## src/rtl/esp_fifo_bridge.sv

```systemverilog
// esp_fifo_bridge: Z80 <-> ESP32 command-channel endpoint.
// Z80 side polls a status/ctrl register (F4) and a data register (F5); TX FIFO carries
// Z80 bytes plus start-of-frame markers toward the link, RX FIFO carries link bytes back.
// Optional feature: define ESP_LOOPBACK_EN to add a TX->RX loopback mode (ctrl bit6).
module esp_fifo_bridge #(
    parameter int unsigned DEPTH_LOG2 = 4
) (
    input  logic       clk,
    input  logic       reset_n,
    input  logic       bus_sel,
    input  logic       bus_wr,
    input  logic       bus_rd,
    input  logic [7:0] bus_wrdata,
    output logic [7:0] bus_rddata,
    output logic [7:0] tx_data,
    output logic       tx_sof,
    output logic       tx_valid,
    input  logic       tx_ready,
    input  logic [7:0] rx_data,
    input  logic       rx_valid,
    output logic       rx_ready
);

    localparam int unsigned Depth = 1 << DEPTH_LOG2;
    localparam int unsigned PtrW  = DEPTH_LOG2 + 1;

    logic [8:0]      tx_mem [Depth];
    logic [7:0]      rx_mem [Depth];
    logic [PtrW-1:0] tx_wptr_q, tx_rptr_q, rx_wptr_q, rx_rptr_q;
    logic            overflow_q;
    logic [7:0]      rddata_q;
    logic            lb;

    logic            tx_empty, tx_full, rx_empty, rx_full;
    logic [8:0]      tx_head;
    logic [7:0]      rx_head;
    logic            start_frame, tx_push_req, tx_push, tx_drop, tx_pop;
    logic            lb_pop, lb_rx_push, link_acc, rx_push, rx_pop;
    logic [8:0]      tx_push_entry;
    logic [7:0]      rx_push_data;
    logic [7:0]      status;

`ifdef ESP_LOOPBACK_EN
    logic loopback_q;
    assign lb = loopback_q;
`else
    assign lb = 1'b0;
`endif

    assign tx_empty = (tx_wptr_q == tx_rptr_q);
    assign tx_full  = (tx_wptr_q[DEPTH_LOG2] != tx_rptr_q[DEPTH_LOG2]) &&
                      (tx_wptr_q[DEPTH_LOG2-1:0] == tx_rptr_q[DEPTH_LOG2-1:0]);
    assign rx_empty = (rx_wptr_q == rx_rptr_q);
    assign rx_full  = (rx_wptr_q[DEPTH_LOG2] != rx_rptr_q[DEPTH_LOG2]) &&
                      (rx_wptr_q[DEPTH_LOG2-1:0] == rx_rptr_q[DEPTH_LOG2-1:0]);

    assign tx_head = tx_mem[tx_rptr_q[DEPTH_LOG2-1:0]];
    assign rx_head = rx_mem[rx_rptr_q[DEPTH_LOG2-1:0]];

    // Ctrl write with bit7 set: flush RX and queue a SOF marker
    assign start_frame   = bus_wr & ~bus_sel & bus_wrdata[7];
    assign tx_push_req   = (bus_wr & bus_sel) | start_frame;
    assign tx_push_entry = start_frame ? 9'h100 : {1'b0, bus_wrdata};

    // Loopback drains SOF markers unconditionally; data only when RX has room and no flush
    assign lb_pop     = lb & ~tx_empty & (tx_head[8] | (~rx_full & ~start_frame));
    assign lb_rx_push = lb_pop & ~tx_head[8];

    assign tx_valid = ~tx_empty & ~lb;
    assign tx_data  = tx_valid ? tx_head[7:0] : 8'h00;
    assign tx_sof   = tx_valid & tx_head[8];

    assign tx_pop  = (tx_valid & tx_ready) | lb_pop;
    // A pop in the same cycle frees the slot, so a push at full is still accepted
    assign tx_push = tx_push_req & (~tx_full | tx_pop);
    assign tx_drop = tx_push_req & ~tx_push;

    assign rx_ready     = ~rx_full & ~start_frame & ~lb;
    assign link_acc     = rx_valid & rx_ready;
    assign rx_push      = link_acc | lb_rx_push;
    assign rx_push_data = lb_rx_push ? tx_head[7:0] : rx_data;
    assign rx_pop       = bus_rd & bus_sel & ~rx_empty;

    assign status     = {1'b0, lb, 3'b000, overflow_q, tx_full, ~rx_empty};
    assign bus_rddata = rddata_q;

    // FIFO storage; contents need no reset since pointers define validity
    always_ff @(posedge clk) begin
        if (tx_push) begin
            tx_mem[tx_wptr_q[DEPTH_LOG2-1:0]] <= tx_push_entry;
        end
        if (rx_push) begin
            rx_mem[rx_wptr_q[DEPTH_LOG2-1:0]] <= rx_push_data;
        end
    end

    // Pointers, sticky overflow, loopback mode and registered read data
    always_ff @(posedge clk) begin
        if (!reset_n) begin
            tx_wptr_q  <= '0;
            tx_rptr_q  <= '0;
            rx_wptr_q  <= '0;
            rx_rptr_q  <= '0;
            overflow_q <= 1'b0;
            rddata_q   <= 8'h00;
`ifdef ESP_LOOPBACK_EN
            loopback_q <= 1'b0;
`endif
        end else begin
            if (tx_push) begin
                tx_wptr_q <= tx_wptr_q + PtrW'(1);
            end
            if (tx_pop) begin
                tx_rptr_q <= tx_rptr_q + PtrW'(1);
            end
            // rx_ready is low during start_frame, so no push races the flush
            if (rx_push) begin
                rx_wptr_q <= rx_wptr_q + PtrW'(1);
            end
            if (start_frame) begin
                rx_rptr_q <= rx_wptr_q;
            end else if (rx_pop) begin
                rx_rptr_q <= rx_rptr_q + PtrW'(1);
            end
            // Frame start clears overflow, but a dropped marker sets it again
            if (start_frame) begin
                overflow_q <= tx_drop;
            end else if (tx_drop) begin
                overflow_q <= 1'b1;
            end
`ifdef ESP_LOOPBACK_EN
            if (bus_wr && !bus_sel) begin
                loopback_q <= bus_wrdata[6];
            end
`endif
            if (bus_rd) begin
                if (bus_sel) begin
                    rddata_q <= rx_empty ? 8'h00 : rx_head;
                end else begin
                    rddata_q <= status;
                end
            end
        end
    end

endmodule

```

## config.mk

```make
export PLATFORM = sky130hd
export DESIGN_NAME = esp_fifo_bridge
export DESIGN_NICKNAME = d
export VERILOG_FILES = /design/src/rtl/esp_fifo_bridge.sv
export SDC_FILE = /design/constraint.sdc
export NUM_CORES = 1
export LEC_CHECK = 0
export ABC_AREA = 1
export ABC_CLOCK_PERIOD_IN_PS = 2790
export CAP_MARGIN = 25
export CORE_MARGIN = 10
export CORE_UTILIZATION = 61
export DETAILED_ROUTE_END_ITERATION = 8
export GPL_TIMING_DRIVEN = 0
export PLACE_DENSITY = 0.79
export SYNTH_ARGS = -nofsm -noshare
export SYNTH_HDL_FRONTEND = slang
export SYNTH_SLANG_ARGS = --single-unit
```

## constraint.sdc

```tcl
create_clock -name clk -period 2.79 [get_ports clk]
set_clock_uncertainty 0.2 [all_clocks]
set_input_delay 0.558 -clock clk [delete_from_list [all_inputs] [get_ports clk]]
set_output_delay 0.558 -clock clk [all_outputs]
set_load 0.01 [all_outputs]
```

==> results of run 1 <==
==> state kept, by name, indices dropped and copies added, names as in the netlist, named ones only <==
| name | cells |
|---|---|
| rx_mem | 128 |
| rx_wptr_q | 5 |
| tx_mem | 144 |
| overflow_q | 1 |
| rx_rptr_q | 5 |
| tx_rptr_q | 5 |
| bus_rddata | 8 |
| tx_wptr_q | 5 |
==> power breakdown <==
| group | internal [mW] | leakage (nW) | switching [mW] |
|---|---|---|---|
| clock network | 2.71 | 0.542 | 1.71 |
| registers | 5.10 | 2.77 | 0.0361 |
| logic | 0.498 | 2.31 | 0.936 |
| total | 8.31 | 5.62 | 2.68 |
==> logic make-up (layout without fill, tap and decap cells) <==
kind of cell	Yosys count	in the layout
and+or+nand+nor	412	413
DFF	309	309
AOI/OAI and AO/OA	212	212
buffers and inverters	199	297
xor gates and xnor gates	21	21
adders and majority gates	10	10
==> per-layer routing <==
metal  vias up  global-route usage (%)  part of all wire, %  wire [um]
li1       4190                       -                    -          -
met1      4375                    29.9                   38      12600
met2       536                    37.3                   48      15700
met3        91                    4.17                   11       3480
met4         0                    8.25                  3.5       1150
met5         -                       0                    0          0
==> worst min-delay path: stages, from the launching register on <==
cell	delay, ns
dfxtp_1	0.31
nand2_1	0.06
a21oi_1	0.05
==> worst max path at each step <==
stage	startpoint	cells past startpoint	endpoint	slack, ns
5_1_grt	flop	8	tx_data[1]	-0.14
3_3_place_gp	bus_sel	7	rx_ready	-1.10
4_1_cts	flop	8	tx_data[1]	-0.07
3_5_place_dp	bus_sel	7	rx_ready	-1.12
2_1_floorplan	bus_wr	6	rx_ready	0.48
6_report	flop	8	tx_data[1]	-0.12
==> final cells by class <==
cell class              count  share of cell area, %
well taps                 275                   2.26
clock buffers              36                   5.56
flip-flops and latches    309                   58.5
plain buffers              57                   2.83
multi-input cells         656                   23.0
inverters                 140                   3.53
repair buffers             46                   2.69
clock inverters            18                   1.62
==> through the flow <==
| step | hold slack, ns | setup slack, ns |
|---|---|---|
| finish | 0.268 | -0.116 |
| global route | 0.296 | -0.141 |
| CTS | 0.272 | -0.0684 |
| detailed placement | 0.261 | -1.12 |
| global placement | 0.258 | -1.10 |
| floorplan | 0.243 | 0.475 |
==> cells in the mapped netlist (all sizes together), types with 10 or more instances <==
library cell  number
a21oi             72
buf               30
clkbuf            29
dfxtp             37
edfxtp           272
ha                10
inv              138
nand2            161
nand3            127
nor2             116
o211ai            58
o21ai             82
xor2              17
==> repair_timing <==
action | 4_1_cts | 5_1_grt
cloned | 1 | 0
gates resized for setup | 95 | 25
setup buffers | 4 | 1
endpoints found under the setup margin | 203 | 85
pin swaps | 32 | 9
==> results.py, run 1 <==
metrics = {
    "setup_path": {
        "cp_num_buf_inv": 4,
        "end_kind": "output pin",
        "cp.required_ns": 2.03,
        "rr_endpoint": "rx_mem[3][0]",
        "r2r_slack_ns": 0.32,
        "crit_path_frequent_cell": "nand3_1",
        "worstSetupPathType": "reg -> out",
        "slowest_stage": "dfxtp_1",
        "max_stage_delay_ns": 0.31,
        "worstPathMaxFanout": 10,
        "startpoint_type": "flop",
        "cp.arrival_ns": 2.15,
        "cp_top_family": "buffers and inverters",
        "worstPathCellList": "buf_6, buf_12, buf_8, o211ai_1, nand3_1, nand3_1, a21oi_1, buf_2",
        "reg2reg_depth": 7,
        "r2r-start": "rx_wptr_q[0]",
    },
    "global_route": {
        "antenna_found_initial": 0,
        "grt_pass1_vias": 8793,
        "grt_remaining_overflow": 0,
        "grt_util_all_layers_pct": 22.8,
        "grt_first_pass_wirelength_um": 50500,
        "grt_max_degree": 17,
    },
    "clocking": {
        "tritoncts": "yes",
        "hold_buffers": 0,
        "numCtsBuffers": 30,
        "path_clk_slew_ns": 0.06,
        "cts_root_buf": "clkbuf_16",
        "clk_latency_ns": 0.56,
        "htree_num_levels": 1,
        "clock_path_buffers": 3,
        "clkSinkCount": 309,
    },
    "detailed_routing": {
        "via_per_inst": 5.98,
        "drt_iter0_markers": 1028,
        "num_vias": 9192,
        "drc": 0,
        "wire_per_inst_um": 21.4,
        "route.antenna.remaining_nets": 0,
        "wirelength_um": 33000,
        "firstDrtPassIters": 6,
    },
    "sta": {
        "hold_viol_final": 0,
        "finalCritPeriodShare_pct": 104,
        "rsz0062_at_grt": "yes",
        "setup_tns_ns": -0.294,
        "finalMaxSlewViolations": 0,
        "relSlewSlack_pct": 30.6,
        "finalCriticalPeriod_ns": 2.91,
        "worstMarginPinSlew_ns": 1.04,
        "final.setup.worst_slack_ns": -0.116,
        "fmax_mhz": 344,
        "finalSetupViolations": 8,
    },
    "yosys": {
        "yosys.area_share.adder_pct": 0.950,
        "avgSynthCellArea_sq_um": 11.3,
        "yosysSeqAreaShare_pct": 67.7,
        "synthesis.nets": 1196,
        "synth-edff-count": 272,
        "synth_compound_area_share_pct": 9.25,
        "synth_cell_types": 37,
        "synth.area.mux_share_pct": 0,
        "synth-simple-area-share_pct": 14.2,
        "synth-main-ff-cell": "edfxtp_1",
        "synth_xor_area_share_pct": 1.51,
        "netlist_area_sq_um": 13200,
        "ys_warn_count": 0,
        "synth_top_family_by_area": "simple AND/OR/NAND/NOR gates",
        "ys_ff_latch": 309,
        "yosys.area.top_type": "edfxtp_1",
        "synthArstFlopShare_pct": 0,
        "yosys.area.top_type_share_pct": 62.0,
        "ys_top_cells_by_area": "edfxtp_1 62%, dfxtp_1 5.6%, nand3_1 4.8%, nand2_1 4.3%, inv_1 3.7%",
        "syn_inst": 1163,
    },
    "place": {
        "dpl_cell_area_sq_um": 13900,
        "port_buffers": 41,
        "dpl.cell_count": 1479,
        "place_congestion": 0.892,
        "place_hpwl_um": 21800,
    },
    "power_and_ir_drop": {
        "p_leak_nw": 5.62,
        "power_density_nw_per_um2": 722,
        "power_mw": 11.0,
        "peakVddDrop_mv": 0.580,
    },
    "worst_hold_path": {
        "whs_path_depth": 2,
        "min_path_type": "reg -> reg",
        "holdCritStartpoint": "bus_rddata[3]",
        "holdPathEnd": "bus_rddata[3]",
    },
    "floorplanning": {
        "io_pins": 42,
        "num_rows": 53,
        "core_area_sq_um": 21200,
        "die-height_um": 167,
        "dieArea_sq_um": 27900,
        "start_util_pct": 62.2,
        "die_w_um": 167,
    },
    "outcome": {
        "violations": "setup timing",
        "outcome": "complete, but fails checks",
    },
    "cells_and_area": {
        "synthToLayoutAreaGrowth_pct": 15.6,
        "layout_common_cells": "272 x edfxtp_1, 149 x nand2_1, 129 x inv_1",
        "final_common_cell": "edfxtp_1",
        "finish.utilization_pct": 72.0,
        "nets": 1273,
        "regArea_sq_um": 8910,
        "design_area_sq_um": 15200,
        "stdcell_count": 1537,
        "nFillCells": 1388,
        "drive_gt1_share_pct": 13.8,
        "antenna_cells": 0,
        "multi_input_area_sq_um": 3500,
    },
    "run": {
        "drv_cap": 0,
    },
}
Note: power is estimated with default switching activity, not from simulation.
==> run 2: changes to the inputs <==
CORE_UTILIZATION = 41   (was 61)
PLACE_DENSITY = 0.57   (was 0.79)
==> results.py, run 2 (synthesis results as in run 1) <==
metrics = {
    "setup_path": {
        "reg2reg_depth": 8,
        "max_stage_delay_ns": 0.33,
        "cp_top_family": "buffers and inverters",
        "worstPathMaxFanout": 10,
        "path_depth": 8,
        "cp_num_buf_inv": 4,
        "cp.arrival_ns": 2.07,
        "worstSetupPathType": "reg -> out",
        "worstPathCellList": "buf_6, buf_12, buf_8, o21ai_0, nand3_1, nand3_2, a21oi_2, buf_2",
        "end_kind": "output pin",
        "startpoint_type": "flop",
        "cp.required_ns": 2.03,
        "slowest_stage": "dfxtp_2",
    },
    "global_route": {
        "grt_util_all_layers_pct": 18.3,
        "grt_first_pass_wirelength_um": 53800,
        "antenna_found_initial": 0,
        "grt_max_degree": 17,
        "grt_remaining_overflow": 0,
        "grt_pass1_vias": 8664,
    },
    "cells_and_area": {
        "multi_input_area_sq_um": 3570,
        "stdcell_count": 1682,
        "synthToLayoutAreaGrowth_pct": 20.0,
        "final_common_cell": "edfxtp_1",
        "layout_common_cells": "272 x edfxtp_1, 147 x nand2_1, 128 x inv_1",
        "regArea_sq_um": 8910,
        "nets": 1287,
        "antenna_cells": 0,
        "drive_gt1_share_pct": 15.4,
        "largest_register_ffs": 144,
        "nFillCells": 2766,
    },
    "place": {
        "place_congestion": 0.920,
        "place_hpwl_um": 24300,
        "port_buffers": 41,
        "detailedPlace.worstSlack_ns": -1.26,
        "dpl.cell_count": 1606,
    },
    "power_and_ir_drop": {
        "power_density_nw_per_um2": 743,
        "peakVddDrop_mv": 0.459,
        "p_leak_nw": 5.81,
    },
    "sta": {
        "setup_tns_ns": -0.0607,
        "relSlewSlack_pct": 34.0,
        "worstMarginPinSlew_ns": 0.987,
        "finalCritPeriodShare_pct": 101,
        "finalCriticalPeriod_ns": 2.83,
        "fmax_mhz": 354,
        "final.setup.worst_slack_ns": -0.0357,
        "rsz0062_at_grt": "yes",
        "hold_viol_final": 0,
        "finalMaxSlewViolations": 0,
        "finalSetupViolations": 4,
    },
    "run": {
        "drv_cap": 0,
    },
    "detailed_routing": {
        "firstDrtPassIters": 5,
        "drt_iter0_markers": 909,
        "wirelength_um": 36600,
        "route.antenna.remaining_nets": 0,
        "drc": 0,
        "num_vias": 9028,
        "via_per_inst": 5.37,
        "wire_per_inst_um": 21.7,
    },
    "floorplanning": {
        "start_util_pct": 41.6,
        "dieArea_sq_um": 39700,
        "die_w_um": 199,
        "num_rows": 65,
        "io_pins": 42,
        "core_area_sq_um": 31600,
        "die-height_um": 199,
    },
    "worst_hold_path": {
        "whs_path_depth": 2,
        "min_path_type": "reg -> reg",
    },
    "clocking": {
        "path_clk_slew_ns": 0.05,
        "clkSinkCount": 309,
        "htree_num_levels": 2,
        "numCtsBuffers": 35,
        "hold_buffers": 0,
        "tritoncts": "yes",
        "clk_latency_ns": 0.52,
        "cts_root_buf": "clkbuf_16",
        "clock_path_buffers": 3,
    },
    "outcome": {
        "outcome": "complete, but fails checks",
        "violations": "setup timing",
    },
}
run 2: layout make-up:
cell class              instances  area share, %
well taps                     402           3.18
repair buffers                 54           3.33
flip-flops and latches        309           56.4
clock inverters                16           1.70
plain buffers                  58           3.26
multi-input cells             656           22.6
clock buffers                  47           6.09
inverters                     140           3.48
run 2: where the power goes:
part	leakage (nW)	switching [mW]	internal [mW]
Sequential	2.77	0.0397	5.10
Clock	0.596	1.84	3.08
Combinational	2.45	1.06	0.613
run 2: timing repair:
item,4_1_cts,5_1_grt
buffers inserted,3,3
gates cloned,1,4
setup endpoints to repair,279,29
pin swaps,14,33
resized for setup,134,44
run 2: stage by stage:
step	hold WS [ns]	utilization (%)	total power [mW]	area, sq um
final	0.272	50.0	11.7	15800
after global routing	0.306	50.0	12.1	15800
after CTS	0.278	49.2	11.7	15600
after detailed placement	0.261	44.5	6.65	14100
after global placement	0.259	44.5	6.64	14100
after floorplan	0.243	-	6.03	13200
run 2: worst min-delay path: cells and delay by family, from the launching register on:
family             cells  cell delay, ns
AOI/OAI and AO/OA      1            0.06
DFF                    1            0.30
and+or+nand+nor        1            0.06
run 2: path summary, 6_finish.rpt:
kind                       from            end  slack (ns)
setup / recovery           flop     tx_data[2]       -0.04
hold / removal    bus_rddata[7]  bus_rddata[7]        0.27
setup reg to reg   tx_wptr_q[1]   tx_mem[5][0]        0.15
hold reg to reg   bus_rddata[7]  bus_rddata[7]        0.27
run 2: layer usage:
metal / wire length (um) / global-route usage (%) / share of wire (%)
met3: 2860 / 3.35 / 7.8
met2: 16200 / 27.5 / 44
met4: 894 / 5.68 / 2.4
met1: 16600 / 26.1 / 45
met5: 0 / 0 / 0
==> run 3: changes to the inputs <==
CORE_ASPECT_RATIO = 0.8   (was unset)
HOLD_SLACK_MARGIN = 0.1   (was unset)
==> results.py, run 3 (synthesis results as in run 1) <==
metrics = {
    "clocking": {
        "numCtsBuffers": 34,
        "clock_path_buffers": 3,
        "path_clk_slew_ns": 0.06,
        "clk_latency_ns": 0.51,
        "tritoncts": "yes",
        "htree_num_levels": 2,
        "cts_root_buf": "clkbuf_16",
        "clkSinkCount": 309,
    },
    "detailed_routing": {
        "drc": 0,
        "firstDrtPassIters": 5,
        "via_per_inst": 5.29,
        "drt_iter0_markers": 832,
        "route.antenna.remaining_nets": 0,
        "num_vias": 8967,
        "wire_per_inst_um": 20.9,
        "wirelength_um": 35400,
    },
    "setup_path": {
        "slowest_stage": "dfxtp_1",
        "worstPathCellList": "buf_6, buf_12, buf_4, nand2_1, o211ai_1, nand3_1, nand3_1, a21oi_2, buf_2",
        "cp_top_family": "buffers and inverters",
        "r2r-start": "rx_wptr_q[3]",
        "cp.required_ns": 2.03,
        "startpoint_type": "flop",
        "end_kind": "output pin",
        "cp.arrival_ns": 2.07,
        "max_stage_delay_ns": 0.30,
        "cp_num_buf_inv": 4,
        "crit_path_frequent_cell": "nand3_1",
        "worstPathMaxFanout": 10,
        "worstSetupPathType": "reg -> out",
    },
    "place": {
        "place_congestion": 0.895,
        "place_hpwl_um": 24200,
        "port_buffers": 41,
        "dpl.cell_count": 1626,
    },
    "sta": {
        "finalCritPeriodShare_pct": 101,
        "relSlewSlack_pct": 28.3,
        "worstMarginPinSlew_ns": 1.07,
        "hold_viol_final": 0,
        "rsz0062_at_grt": "yes",
        "fmax_mhz": 354,
        "finalSetupViolations": 6,
        "finalCriticalPeriod_ns": 2.83,
        "final.setup.worst_slack_ns": -0.0382,
        "setup_tns_ns": -0.184,
        "finalMaxSlewViolations": 0,
    },
    "cells_and_area": {
        "nets": 1282,
        "antenna_cells": 0,
        "final_common_cell": "edfxtp_1",
        "stdcell_count": 1695,
        "largest_register_ffs": 144,
        "drive_gt1_share_pct": 15.5,
        "synthToLayoutAreaGrowth_pct": 18.0,
        "layout_common_cells": "272 x edfxtp_1, 150 x nand2_1, 128 x inv_1",
    },
    "run": {
        "drv_cap": 0,
    },
    "outcome": {
        "outcome": "complete, but fails checks",
        "violations": "setup timing",
    },
    "global_route": {
        "grt_util_all_layers_pct": 17.6,
        "grt_first_pass_wirelength_um": 53100,
        "grt_max_degree": 17,
        "busiest_layer": "met1",
        "grt_pass1_vias": 8339,
        "grt_remaining_overflow": 0,
        "antenna_found_initial": 0,
        "met2_usage_pct": 23.2,
        "grt_use_met3_pct": 4.36,
        "met1_usage_pct": 28.1,
    },
    "floorplanning": {
        "start_util_pct": 41.7,
        "num_rows": 58,
        "die_w_um": 220,
        "dieArea_sq_um": 39700,
        "core_area_sq_um": 31600,
        "io_pins": 42,
        "die-height_um": 180,
    },
    "power_and_ir_drop": {
        "peakVddDrop_mv": 0.348,
        "power_density_nw_per_um2": 720,
        "p_leak_nw": 5.70,
    },
    "worst_hold_path": {
        "holdCritStartpoint": "bus_rddata[3]",
        "min_path_type": "reg -> reg",
    },
}
[run 3: cell types whose count changed in the layout (fill, tap and decap cells not counted), sizes merged]
cell,change
clkinv,+6
buf,-5
bufinv,-5
clkinvlp,-2
clkbuf,+1
clkdlybuf4s15,-1
dlymetal6s2s,+1
[run 3: where the power goes]
part           internal, mW  switching (mW)  total, mW
clock                  2.69            1.82       4.51
combinational         0.518            1.02       1.54
sequential             5.11          0.0380       5.14
[run 3: layout make-up]
type | instances | area, sq um
Clock buffer | 47 | 993
Tap cell | 420 | 526
Inverter | 140 | 542
Buffer | 57 | 437
Sequential cell | 309 | 8920
Multi-Input combinational cell | 656 | 3550
Fill cell | 2824 | 16000
Clock inverter | 15 | 128
Timing Repair Buffer | 51 | 447
[run 3: tightest hold or removal path, delay by kind of cell (launching register included)]
family,cells,cell delay [ns]
compound gates,1,0.05
simple gates,1,0.06
flops,1,0.31
[run 3: layer usage]
layer	vias up	wire length [um]
met4	0	448
met3	32	3530
met1	4373	17100
met5	-	0
li1	4211	-
met2	351	14300
[run 3: through the flow]
| stage | hold WS [ns] | power, mW | worst slack [ns] | cell area (sq um) | utilization [%] |
|---|---|---|---|---|---|
| 2_1_floorplan | 0.243 | 6.03 | 0.475 | 13200 | - |
| 3_3_place_gp | 0.257 | 6.63 | -1.03 | 14100 | 44.7 |
| 3_5_place_dp | 0.260 | 6.65 | -1.02 | 14100 | 44.7 |
| 4_1_cts | 0.268 | 11.2 | -0.0418 | 15400 | 48.9 |
| 5_1_grt | 0.284 | 11.5 | -0.114 | 15500 | 49.2 |
| 6_report | 0.268 | 11.2 | -0.0382 | 15500 | 49.2 |
[run 3: timing repair]
action | CTS | global route
setup buffers | 5 | 1
gates cloned | 1 | 0
setup endpoints to repair | 185 | 65
resized for setup | 108 | 26
hold buffers | 0 | 0
pin swaps | 38 | 17
[run 3: final timing paths]
path	slack, ns	cells past startpoint	end
worst min-delay path	0.27	2	bus_rddata[3]
worst max-delay path	-0.04	9	tx_data[3]
worst max register to register	0.19	8	rx_mem[0][2]
worst min register to register	0.27	2	bus_rddata[3]
